`config.mk`:
```
export PLATFORM = sky130hd
export DESIGN_NAME = mem_port_arbiter
export DESIGN_NICKNAME = d
export VERILOG_FILES = /design/src/rtl/mem_port_arbiter.sv
export SDC_FILE = /design/constraint.sdc
export NUM_CORES = 1
export LEC_CHECK = 0
export BUFFER_PORTS_ARGS = -buffer_cell sky130_fd_sc_hd__buf_4
export CORE_UTILIZATION = 43
export CTS_CLUSTER_SIZE = 20
export DETAILED_ROUTE_END_ITERATION = 12
export PLACE_DENSITY = 0.73
export SETUP_SLACK_MARGIN = 0.5
export SYNTH_ARGS = -nofsm -noshare
export SYNTH_HDL_FRONTEND = slang
export SYNTH_SLANG_ARGS = --single-unit
```
`constraint.sdc`:
```
create_clock -name CLK -period 2.14 [get_ports CLK]
set_clock_uncertainty 0.2 [all_clocks]
set_input_delay 0.428 -clock CLK [delete_from_list [all_inputs] [get_ports CLK]]
set_output_delay 0.428 -clock CLK [all_outputs]
set_load 0.05 [all_outputs]
```
`src/rtl/mem_port_arbiter.sv`:
```
// ============================================================================
// Module   : mem_port_arbiter
// Purpose  : Two-port (fetch/data) arbiter and MOV/MOC sequencer for the
//            256x8 RAM, with a MOC watchdog and registered completion status.
// Revision : 1.0  initial release
// ============================================================================
`default_nettype none

module mem_port_arbiter #(
    parameter int unsigned TIMEOUT = 15
) (
    input  logic        CLK,
    input  logic        CLR,
    // instruction-fetch port
    input  logic        IReq,
    input  logic [31:0] IAddr,
    output logic        IDone,
    output logic [31:0] IData,
    // data (load/store) port
    input  logic        DReq,
    input  logic        DRW,
    input  logic [2:0]  DMS,
    input  logic [31:0] DAddr,
    input  logic [31:0] DWData,
    output logic        DDone,
    output logic [31:0] DRData,
    // status
    output logic        Err,
    output logic        Busy,
    // RAM side
    output logic        MOV,
    output logic        ReadWrite,
    output logic [2:0]  MS_2_0,
    output logic [31:0] Address,
    output logic [31:0] DataIn,
    input  logic        MOC,
    input  logic [31:0] DataOut
);

    typedef enum logic [1:0] {
        ST_IDLE    = 2'd0,
        ST_ISSUE   = 2'd1,
        ST_WAIT    = 2'd2,
        ST_RELEASE = 2'd3
    } state_t;

    localparam logic [7:0] C_TMO_LAST = 8'(TIMEOUT - 1);
    localparam logic [2:0] C_MS_WORD  = 3'b010;

    state_t      r_state;
    logic        r_gnt_data;   // 1 = data port owns the current access
    logic        r_prio_data;  // 1 = data port wins the next contention
    logic [7:0]  r_cnt;

    logic        w_any_req;
    logic        w_both_req;
    logic        w_grant_data;

    assign w_any_req    = IReq | DReq;
    assign w_both_req   = IReq & DReq;
    assign w_grant_data = DReq & (~IReq | r_prio_data);

    always_ff @(posedge CLK or negedge CLR) begin
        if (!CLR) begin
            r_state     <= ST_IDLE;
            r_gnt_data  <= 1'b0;
            r_prio_data <= 1'b1;
            r_cnt       <= 8'd0;
            MOV         <= 1'b0;
            ReadWrite   <= 1'b1;
            MS_2_0      <= 3'b000;
            Address     <= 32'd0;
            DataIn      <= 32'd0;
            IDone       <= 1'b0;
            DDone       <= 1'b0;
            Err         <= 1'b0;
            Busy        <= 1'b0;
            IData       <= 32'd0;
            DRData      <= 32'd0;
        end else begin
            IDone <= 1'b0;
            DDone <= 1'b0;
            Err   <= 1'b0;

            case (r_state)
                ST_IDLE: begin
                    MOV <= 1'b0;
                    if (w_any_req) begin
                        r_gnt_data <= w_grant_data;
                        if (w_both_req) begin
                            r_prio_data <= ~r_prio_data;
                        end
                        if (w_grant_data) begin
                            Address   <= DAddr;
                            ReadWrite <= DRW;
                            MS_2_0    <= DMS;
                            DataIn    <= DWData;
                        end else begin
                            Address   <= IAddr;
                            ReadWrite <= 1'b1;
                            MS_2_0    <= C_MS_WORD;
                            DataIn    <= 32'd0;
                        end
                        Busy    <= 1'b1;
                        r_state <= ST_ISSUE;
                    end
                end

                // Address/control were loaded last edge; MOV follows one cycle later
                ST_ISSUE: begin
                    MOV     <= 1'b1;
                    r_cnt   <= 8'd0;
                    r_state <= ST_WAIT;
                end

                ST_WAIT: begin
                    if (MOC) begin
                        if (ReadWrite) begin
                            if (r_gnt_data) begin
                                DRData <= DataOut;
                            end else begin
                                IData  <= DataOut;
                            end
                        end
                        IDone   <= ~r_gnt_data;
                        DDone   <= r_gnt_data;
                        MOV     <= 1'b0;
                        r_state <= ST_RELEASE;
                    end else if (r_cnt == C_TMO_LAST) begin
                        IDone   <= ~r_gnt_data;
                        DDone   <= r_gnt_data;
                        Err     <= 1'b1;
                        MOV     <= 1'b0;
                        r_state <= ST_RELEASE;
                    end else if (r_cnt != 8'hFF) begin
                        r_cnt <= r_cnt + 8'd1;
                    end
                end

                // Hold off the next grant until the RAM has dropped MOC
                ST_RELEASE: begin
                    MOV <= 1'b0;
                    if (!MOC) begin
                        Busy    <= 1'b0;
                        r_state <= ST_IDLE;
                    end
                end

                default: begin
                    MOV     <= 1'b0;
                    Busy    <= 1'b0;
                    r_state <= ST_IDLE;
                end
            endcase
        end
    end

endmodule

`default_nettype wire

```
==> impl_metrics.py <==
metrics = {
    "run_status": {
        "outcome": "finished, final reports clean",
    },
    "cts": {
        "htreeDepth": 4,
        "clock_sinks": 149,
        "clock_path_buffers": 2,
        "clk_pin_slew_ps": 70,
        "cts_tree": "done",
        "numCtsBuffers": 17,
        "cts-root-buf": "clkbuf_16",
        "clk_latency_ps": 420,
    },
    "power_and_ir_drop": {
        "p_leak_nw": 5.72,
        "p_per_area_mw_per_mm2": 1870,
        "power_w": 0.0209,
        "max-vdd-ir-drop_uv": 1210,
    },
    "hold_path": {
        "min_path_type": "in2reg",
        "min_path_cells": 2,
        "min_from": "DWData[9]",
        "min_to": "DataIn[9]",
    },
    "timing": {
        "setup_viol": 0,
        "fin_crit_ps": 1960,
        "fmax_ghz": 0.509,
        "min_period_over_period": 0.918,
        "hold_ws_ps": 10.4,
        "worst_pin_slew_ps": 588,
        "slew-limit-headroom": 0.606,
        "hold_violations": 0,
        "rsz0062_at_grt": "yes",
        "final-max-slew-violation-count": 0,
        "tns_ps": 0,
    },
    "logic_synthesis": {
        "post-synth-top-area-cell": "dfrtp_1",
        "async_flop_share": 1.00,
        "synth_area_leaders": "dfrtp_1 (61%), mux2_2 (12%), mux2i_1 (5.4%)",
        "synth_edf_count": 0,
        "ys_seq_area_frac": 0.614,
        "synth_area_mm2": 0.00608,
        "ys_warn_count": 0,
        "synth_top_cell_area_share": 0.605,
        "ys.flop_type": "dfrtp_1",
        "syn_area_per_cell_um2": 13.3,
        "synth.most_common_cell": "dfrtp_1",
        "netlist-cell-type-count": 41,
        "synth_cells": 456,
        "synth-seq-cells": 149,
        "synth_nets": 599,
        "yosys-top-cells-count": "dfrtp_1 (147), mux2_2 (64), nand2_1 (45)",
    },
    "critical_path": {
        "reg2reg_depth": 7,
        "cp_slowest_cell": "dfrtp_1",
        "arrival_ps": 2060,
        "max_stage_delay_ps": 380,
        "cp_max_fo": 6,
        "worstReg2RegEnd": "r_cnt[5]",
        "path_class": "reg2reg",
        "critPathLaunchType": "flip-flop",
        "r2r_start": "r_cnt[0]",
        "endpoint_kind": "flip-flop",
        "rrSetupSlack_ps": 180,
        "cp.required_ps": 2240,
        "path_cells": "inv_2 > ha_4 > nand4b_1 > buf_4 > o21bai_4 > o311a_1 > a211o_1",
    },
    "flow_run": {
        "max_cap_violations": 0,
    },
    "global_route": {
        "grt_antenna_before_repair": 0,
        "grt_pass1_vias": 5305,
        "gr-total-overflow": 0,
        "grt_pass1_wl_um": 28000,
        "grt_max_degree": 55,
        "grt_usage": 0.255,
    },
    "detailed_routing": {
        "drt-initial-drc-count": 188,
        "drtPass1Iterations": 4,
        "vias_per_cell": 5.37,
        "routedWlPerCell_um": 21.9,
        "ant_nets": 0,
        "drc": 0,
        "vias": 5460,
        "finalWirelength_um": 22300,
    },
    "floorplanning": {
        "core_area_mm2": 0.0138,
        "die_x_um": 121,
        "die-area_mm2": 0.0146,
        "rows": 43,
        "ios": 274,
        "initial_core_util": 0.439,
        "die_y_um": 121,
    },
    "place": {
        "post_dp_cell_area_mm2": 0.00849,
        "gp_congestion": 0.830,
        "io_buffer_count": 273,
        "dp_hpwl_um": 11700,
    },
    "cells_and_area": {
        "drive_gt1_frac": 0.652,
        "area_growth_pct": 83.9,
        "fill_cells": 730,
        "fin_area_mm2": 0.0112,
        "antenna_cells": 0,
        "finish.net_count": 966,
    },
}
[power by group]
| group | internal [W] | total (W) | switching [W] |
|---|---|---|---|
| registers | 0.00413 | 0.00530 | 0.00116 |
| clock network | 0.00177 | 0.00302 | 0.00125 |
| logic | 0.00549 | 0.0126 | 0.00707 |
| total | 0.0114 | 0.0209 | 0.00948 |
[through the flow]
step | std cells | util | worst slack, ps
after detailed placement | 899 | 0.614 | 57.5
after global placement | 899 | 0.614 | 96.6
after floorplan | 456 | - | 192
after global routing | 1016 | 0.808 | 111
final | 1016 | 0.808 | 175
after CTS | 967 | 0.723 | 229
[layout by cell type (no fill, tap or decap), types with 3 or more instances in the layout]
| master | Yosys | layout |
|---|---|---|
| a211o_1 | 6 | 6 |
| a22o_1 | 34 | 34 |
| buf_12 | 0 | 10 |
| buf_16 | 0 | 6 |
| buf_4 | 0 | 193 |
| buf_6 | 1 | 147 |
| clkbuf_16 | 0 | 27 |
| clkinv_4 | 0 | 3 |
| clkinvlp_4 | 0 | 3 |
| dfrtp_1 | 147 | 145 |
| dlygate4sd3_1 | 0 | 3 |
| ha_1 | 6 | 3 |
| ha_4 | 0 | 3 |
| inv_2 | 0 | 3 |
| inv_6 | 0 | 3 |
| mux2_2 | 64 | 7 |
| mux2_4 | 0 | 58 |
| mux2i_1 | 33 | 32 |
| nand2_1 | 45 | 17 |
| nand2_2 | 0 | 14 |
| nand2_4 | 0 | 14 |
| nand3_1 | 4 | 3 |
| nand4_1 | 4 | 4 |
| nor2_1 | 6 | 4 |
| nor3_1 | 3 | 3 |
| o21ai_0 | 34 | 6 |
| o21ai_1 | 1 | 8 |
| o21ai_2 | 0 | 21 |
| o311a_1 | 4 | 4 |
[area by class of cell]
cell class | instances | area, µm² | share of cell area
repair buffers | 371 | 3780 | 0.338
multi-input cells | 280 | 2830 | 0.253
inverters | 4 | 15.0 | 0.00134
flip-flops and latches | 149 | 3730 | 0.334
clock buffers | 20 | 447 | 0.0400
clock inverters | 12 | 146 | 0.0131
well taps | 180 | 225 | 0.0202
[repair_timing]
| action | CTS | global route |
|---|---|---|
| hold endpoints to repair | 48 | 0 |
| buffers inserted | 26 | 34 |
| gates resized for setup | 137 | 192 |
| cloned | 7 | 15 |
| pin swaps | 9 | 66 |
| setup endpoints to repair | 210 | 245 |
| hold buffers | 3 | 0 |
[state kept, by name, indices dropped and copies added (netlist names)]
name         cells
MS_2_0           3
Address         32
IDone            1
r_gnt_data       1
DataIn          32
MOV              1
ReadWrite        1
DRData          32
r_prio_data      1
Busy             1
r_cnt            8
DDone            1
r_state          2
IData           32
Err              1
[logic make-up after synthesis]
family	Yosys count	synth area share
adder cells (fa/ha/maj)	6	0.0124
multiplexers	98	0.175
flip-flops	149	0.614
AND/OR/NAND/NOR	81	0.0655
XOR/XNOR	1	0.00144
AO/OA/AOI/OAI	91	0.110
buffers and inverters	30	0.0214
[worst max-delay path: cells and delay by family (launching register included)]
kind | cells | cell delay (ps)
AO/OA/AOI/OAI | 3 | 690
adder cells (fa/ha/maj) | 1 | 150
buffers and inverters | 2 | 250
flip-flops | 1 | 380
AND/OR/NAND/NOR | 1 | 170
[routing by layer]
metal | vias to the layer above | part of all wire | wire (µm) | GRT usage
li1 | 2397 | - | - | -
met1 | 2751 | 0.36 | 8040 | 0.285
met2 | 262 | 0.54 | 12100 | 0.453
met3 | 50 | 0.070 | 1560 | 0.0851
met4 | 0 | 0.027 | 608 | 0.0856
met5 | - | 0 | 0 | 0
[worst max-delay path by stage]
| stage | startpoint | to | slack [ps] |
|---|---|---|---|
| after detailed placement | r_cnt[0] | r_state[1] | 60 |
| after floorplan | r_cnt[0] | r_state[1] | 190 |
| after global placement | r_cnt[0] | r_state[1] | 100 |
| after global routing | r_cnt[0] | r_cnt[5] | 110 |
| final | r_cnt[0] | r_cnt[5] | 180 |
| after CTS | r_cnt[0] | r_cnt[3] | 230 |
No activity file was read; power rests on OpenSTA's default activity.
